$ cat src/rtl/status_led_array.sv
// N-channel RGB status-LED driver: per-channel health FSM mapped to colour/blink,
// dimmed by a shared global-brightness PWM.
module status_led_array #(
  parameter int unsigned N_CH        = 2,
  parameter int unsigned BRIGHT_W    = 6,
  parameter int unsigned BLINK_TICKS = 12500000
) (
  input  logic                  i_clock,
  input  logic                  i_nReset,
  input  logic [BRIGHT_W-1:0]   i_brightness,
  input  logic [N_CH-1:0]       i_init_done,
  input  logic [N_CH-1:0]       i_error,
  input  logic [N_CH-1:0]       i_clear_fault,
  input  logic                  i_lamp_test,
  output logic [N_CH-1:0]       o_led_r,
  output logic [N_CH-1:0]       o_led_g,
  output logic [N_CH-1:0]       o_led_b,
  output logic [2*N_CH-1:0]     o_state,
  output logic                  o_fault_any
);

  localparam int unsigned TICK_W  = (BLINK_TICKS > 1) ? $clog2(BLINK_TICKS) : 1;
  localparam int unsigned PHASE_W = 3;
  localparam logic [TICK_W-1:0] TICK_MAX = TICK_W'(BLINK_TICKS - 1);

  typedef enum logic [1:0] {
    ST_INIT  = 2'd0,
    ST_READY = 2'd1,
    ST_LOST  = 2'd2,
    ST_FAULT = 2'd3
  } state_t;

  logic [BRIGHT_W-1:0] pwm_cnt;
  logic [BRIGHT_W-1:0] duty_q;
  logic [TICK_W-1:0]   tick_cnt;
  logic [PHASE_W-1:0]  phase;
  logic                pwm_on;
  logic                slow_blink;
  logic                fast_blink;

  state_t              state_q [N_CH];
  state_t              state_d [N_CH];
  logic [N_CH-1:0]     led_r_d;
  logic [N_CH-1:0]     led_g_d;
  logic [N_CH-1:0]     led_b_d;
  logic                fault_any_d;

  // Shared PWM and blink timebase; duty reloads only on PWM wrap to avoid glitches
  always_ff @(posedge i_clock or negedge i_nReset) begin
    if (!i_nReset) begin
      pwm_cnt  <= '0;
      duty_q   <= '0;
      tick_cnt <= '0;
      phase    <= '0;
    end else begin
      pwm_cnt <= pwm_cnt + BRIGHT_W'(1);
      if (pwm_cnt == {BRIGHT_W{1'b1}}) begin
        duty_q <= i_brightness;
      end
      if (tick_cnt == TICK_MAX) begin
        tick_cnt <= '0;
        phase    <= phase + PHASE_W'(1);
      end else begin
        tick_cnt <= tick_cnt + TICK_W'(1);
      end
    end
  end

  assign pwm_on     = (pwm_cnt < duty_q);
  assign slow_blink = phase[2];
  assign fast_blink = phase[0];

  // Per-channel state registers and registered colour drive
  always_ff @(posedge i_clock or negedge i_nReset) begin
    if (!i_nReset) begin
      for (int ch = 0; ch < int'(N_CH); ch++) begin
        state_q[ch] <= ST_INIT;
      end
      o_led_r     <= '0;
      o_led_g     <= '0;
      o_led_b     <= '0;
      o_fault_any <= 1'b0;
    end else begin
      for (int ch = 0; ch < int'(N_CH); ch++) begin
        state_q[ch] <= state_d[ch];
      end
      o_led_r     <= led_r_d;
      o_led_g     <= led_g_d;
      o_led_b     <= led_b_d;
      o_fault_any <= fault_any_d;
    end
  end

  // Next-state (error beats clear) and colour map from the current state
  always_comb begin
    fault_any_d = 1'b0;
    led_r_d     = '0;
    led_g_d     = '0;
    led_b_d     = '0;
    for (int ch = 0; ch < int'(N_CH); ch++) begin
      state_d[ch] = state_q[ch];
      if (i_error[ch]) begin
        state_d[ch] = ST_FAULT;
      end else begin
        unique case (state_q[ch])
          ST_FAULT: if (i_clear_fault[ch]) state_d[ch] = i_init_done[ch] ? ST_READY : ST_INIT;
          ST_INIT:  if (i_init_done[ch])   state_d[ch] = ST_READY;
          ST_READY: if (!i_init_done[ch])  state_d[ch] = ST_LOST;
          ST_LOST:  if (i_init_done[ch])   state_d[ch] = ST_READY;
          default:  state_d[ch] = state_q[ch];
        endcase
      end
      fault_any_d = fault_any_d | (state_d[ch] == ST_FAULT);

      led_r_d[ch] = pwm_on & (i_lamp_test
                              | ((state_q[ch] == ST_INIT)  & slow_blink)
                              | ((state_q[ch] == ST_FAULT) & fast_blink));
      led_g_d[ch] = pwm_on & (i_lamp_test | (state_q[ch] == ST_READY));
      led_b_d[ch] = pwm_on & (i_lamp_test | (state_q[ch] == ST_LOST));
    end
  end

  always_comb begin
    o_state = '0;
    for (int ch = 0; ch < int'(N_CH); ch++) begin
      o_state[2*ch +: 2] = state_q[ch];
    end
  end

endmodule

$ cat config.mk
export PLATFORM = sky130hd
export DESIGN_NAME = status_led_array
export DESIGN_NICKNAME = d
export VERILOG_FILES = /design/src/rtl/status_led_array.sv
export SDC_FILE = /design/constraint.sdc
export NUM_CORES = 1
export LEC_CHECK = 0
export BUFFER_PORTS_ARGS = -buffer_cell sky130_fd_sc_hd__clkbuf_2
export CORE_ASPECT_RATIO = 0.75
export CORE_MARGIN = 2
export CORE_UTILIZATION = 59
export CTS_CLUSTER_DIAMETER = 120
export DETAILED_ROUTE_END_ITERATION = 10
export PLACE_DENSITY_LB_ADDON = 0.1
export SYNTH_ARGS = -nofsm -noshare
export SYNTH_HDL_FRONTEND = slang
export SYNTH_SLANG_ARGS = --single-unit
$ cat constraint.sdc
create_clock -name i_clock -period 4.85 [get_ports i_clock]
set_input_delay 0 -clock i_clock [delete_from_list [all_inputs] [get_ports i_clock]]
set_output_delay 0 -clock i_clock [all_outputs]
set_load 0.05 [all_outputs]
==> results.txt <==
The count of different cell masters after synthesis was 42. The global routing's busiest layer is met2. Ranked by instance count, the synthesized netlist is headed by dfrtp_1, inv_1, nand2_1.

The critical hold path startpoint was i_clear_fault[1]. The normalized max-slew margin was 59.1%; the number of buffers added by the clock tree synthesis step was 5. The antenna diode count was 0; the internal power was 560 uW. The tools report the number of global-route vias before repair as 1773. The congestion estimate from routability-driven global placement came to 0.879. The region available for standard cell placement spans 0.00376 mm2. Relative to the synthesized area, the layout overhead comes to 15.8%. The total track usage was 23.2%. The floorplan step defined a die boundary enclosing 0.00454 mm2. The number of nets handed over by synthesis was 239.

For the clock tree buffer depth, the log shows 2. Clock root buffer: clkbuf_8. The worst hold path belongs to the class primary input to flop.

Summing the sequential cell areas from Yosys gives 52.8% of the chip area. Global routing used 38.6% of the available met2 tracks. The post-route setup TNS was 0 ps; the via count was 1748. For the worst setup path, the data required time is 5040 ps. Setup repair after global routing left no endpoint under its margin. Once detail routing completed, the nets flagged for antenna violations numbered 0.

The type of the setup path with the least slack was flop to flop. At the end of the flow, the number of nets in the layout was 278. Yosys printed 0 warnings.

The tools report the largest net degree at the start of global routing as 51. Cells with a size suffix above 1 make up 18.4% of the layout. The switching share of power is 25.0%. Wires add up to 4600 um. The fraction of synthesized cell area taken by the top area cell type works out to 52.8%. The worst hold path terminates at o_fault_any. The run finished with clean final reports. The residual overflow from global routing is 0, and the cell area after technology mapping is 0.00237 mm2. After layout, the worst path uses 44.2% of the clock period. Dividing total power by cell area gives a power density of 272 mW/mm2.

Counting flops with a built-in enable in the synthesized netlist gives 0. The filler cells instantiated in the layout total 287. Clock latency on the worst-skew pair, taken at its later pin, is 300 ps. The biggest area contributor in the post-synthesis netlist is dfrtp_1. The first global-routing pass estimated 7890 um of wire.

By area the synthesized netlist is led by dfrtp_1, ha_1, xnor2_1. The worst hold path depth works out to 4. The tools report the net switching power of the design as 187 uW.

The worst-case IR drop observed on VDD is 0.000210 V. The biggest cell delay along the critical path works out to 610 ps. The dominant synthesized flop cell is dfrtp_1.

Timing would allow up to 466 MHz. The worst path needs 2150 ps of the cycle, external delays included. For the arrival time at the worst endpoint, the log shows 2340 ps.

The critical register-to-register path endpoint was phase[1]. The die extent in x was 77.2 um; the height of the chip was 58.9 um. The tools report the H-tree depth reported by CTS as 2.

For the final database, setup skew stands at 6.46 ps. For this design, the sink count on the clock tree is 50. The slowest cell on the critical path was nor3_4. The initial core utilization is 63.1%, and the clock group share of total power is 33.7%. The cell count after synthesis came out at 216. The first detailed-routing pass ran for 5 iterations. In this run the critical register-to-register path is launched from tick_cnt[5]. After detailed routing, the average wire length per cell comes to 14.9 um. The count of final max-slew check failures came out at 0. After detailed routing, the number of vias per cell comes to 5.68. The post-CTS setup-driven buffer insertion count was 0; the global routing met1 resource utilization was 28.8%. Counting cells, the worst reg-to-reg path comes to 4. In the post-synthesis netlist, the cell with the most instances is dfrtp_1.

The average instance in the mapped netlist occupies 11.0 um2. Detailed placement finished with a half-perimeter wire length of 3230 um. After synthesis the netlist holds a flip-flop and latch count of 50. Fraction of synthesis flops using an asynchronous set or reset pin: 100%. The tool flagged a number of max-cap violations equal to 0. The run gives 0 as the final routed DRC violation total.

Clock-pin slew was measured on the worst setup and hold paths at 90 ps. Setup violations remaining at the end of the flow were counted as 0. Hold is met by 6.25 ps. The run gives 19 as the number of placement rows. The top fanout value on the critical path was 14; the top-level port count was 26.

Walking the worst path, the cells encountered are nor4_1 -> nand4b_1 -> nor3_4 -> mux2_4. The worst setup path is captured at a flop. The sequential cell fraction of total power was 57.5%. For the pin with the worst max-slew slack, the measured transition is 611 ps. The tools report the initial antenna violation count as 0. STA classifies the critical path startpoint as a flop.

The design draws 746 uW. The run gives 2700 ps as the internal reg-to-reg setup slack. The count of buffers inserted at the top-level ports works out to 25.

Final count of hold timing violations: 0. In this run the static leakage power is 1.35 nW. For the detailed router's first-iteration violation count, the log shows 138. The met3 layer usage reported by global route was 6.13%; the instance area after placement was 0.00253 mm2.

Of the total power, combinational logic draws 8.8%. Final instance area: 0.00274 mm2. TritonCTS built the clock tree.
==> flip-flops by register name, indices dropped and copies added (netlist names) <==
| register | flops |
|---|---|
| o_led_r | 2 |
| o_fault_any | 1 |
| tick_cnt | 24 |
| pwm_cnt | 6 |
| duty_q | 6 |
| o_state | 4 |
| phase | 3 |
| o_led_g | 2 |
| o_led_b | 2 |
==> area by class of cell <==
| type | count | area, um2 | share of cell area (%) |
|---|---|---|---|
| Clock buffer | 6 | 82.6 | 3.01 |
| Timing Repair Buffer | 38 | 253 | 9.21 |
| Inverter | 16 | 60.1 | 2.19 |
| Sequential cell | 50 | 1250 | 45.6 |
| Tap cell | 52 | 65.1 | 2.37 |
| Multi-Input combinational cell | 144 | 1020 | 37.2 |
| Clock inverter | 2 | 12.5 | 0.456 |
==> placed cells by master, fill, tap and decap left out, drive strengths merged <==
cell,count
a221o,1
nand4,5
nand2,16
or3,4
clkbuf,31
buf,1
mux2i,4
ha,8
nor4b,1
and4,6
nand3,7
inv,16
o21ai,12
nor2,6
mux2,2
a31o,2
nor3,5
and2,3
clkinv,1
nor4,3
dlygate4sd3,12
nor2b,1
dfrtp,50
a31oi,4
xnor2,11
a21o,4
nand4b,1
or4,2
clkinvlp,1
o31ai,3
and3,5
a21oi,10
a211oi,6
xor2,9
nand2b,3
==> logic make-up after synthesis <==
family | Yosys count | synth area share [%]
AND/OR/NAND/NOR | 68 | 17.5
flip-flops | 50 | 52.8
AO/OA/AOI/OAI | 42 | 11.1
buffers and inverters | 22 | 4.17
XOR/XNOR | 20 | 7.39
adder cells (fa/ha/maj) | 8 | 4.22
multiplexers | 6 | 2.80
==> worst max path at each step <==
stage | cells past startpoint | slack, ps | end | from
after global routing | 4 | 2590 | phase[1] | tick_cnt[5]
after detailed placement | 4 | 2750 | phase[1] | tick_cnt[5]
after global placement | 4 | 2830 | phase[1] | tick_cnt[5]
after CTS | 4 | 2730 | phase[1] | tick_cnt[5]
final | 4 | 2700 | phase[1] | tick_cnt[5]
after floorplan | 6 | 3140 | phase[1] | tick_cnt[0]
==> critical path: cells and delay by family (launching register included) <==
| kind | cells | cell delay (ps) |
|---|---|---|
| simple gates | 3 | 1240 |
| flops | 1 | 450 |
| mux | 1 | 350 |
==> power groups by stage <==
| stage | clock network [mW] | registers, mW | logic (mW) |
|---|---|---|---|
| after floorplan | 0 | 0.460 | 0.0107 |
| after global routing | 0.279 | 0.430 | 0.0717 |
| after CTS | 0.259 | 0.429 | 0.0662 |
| after detailed placement | 0 | 0.437 | 0.0581 |
| after global placement | 0 | 0.436 | 0.0564 |
| final | 0.251 | 0.429 | 0.0659 |
==> through the flow <==
step           util [%]  setup WS [ps]  cells
2_1_floorplan         -           3140    216
3_3_place_gp       67.3           2830    288
3_5_place_dp       67.3           2750    288
4_1_cts            73.1           2730    308
5_1_grt            73.1           2590    308
6_report           73.1           2700    308
==> repair_timing <==
item                      CTS  global route
resized for setup           0             0
hold buffers               12             0
hold endpoints to repair   61             0
==> layer usage <==
metal  routed length, um  share of wire [%]  up-vias
met4                 103                2.2        0
met3                 179                3.9       10
met5                   0                  0        -
met2                2210                 48       43
li1                    -                  -      842
met1                2110                 46      853
(Power assumes the default switching activity.)
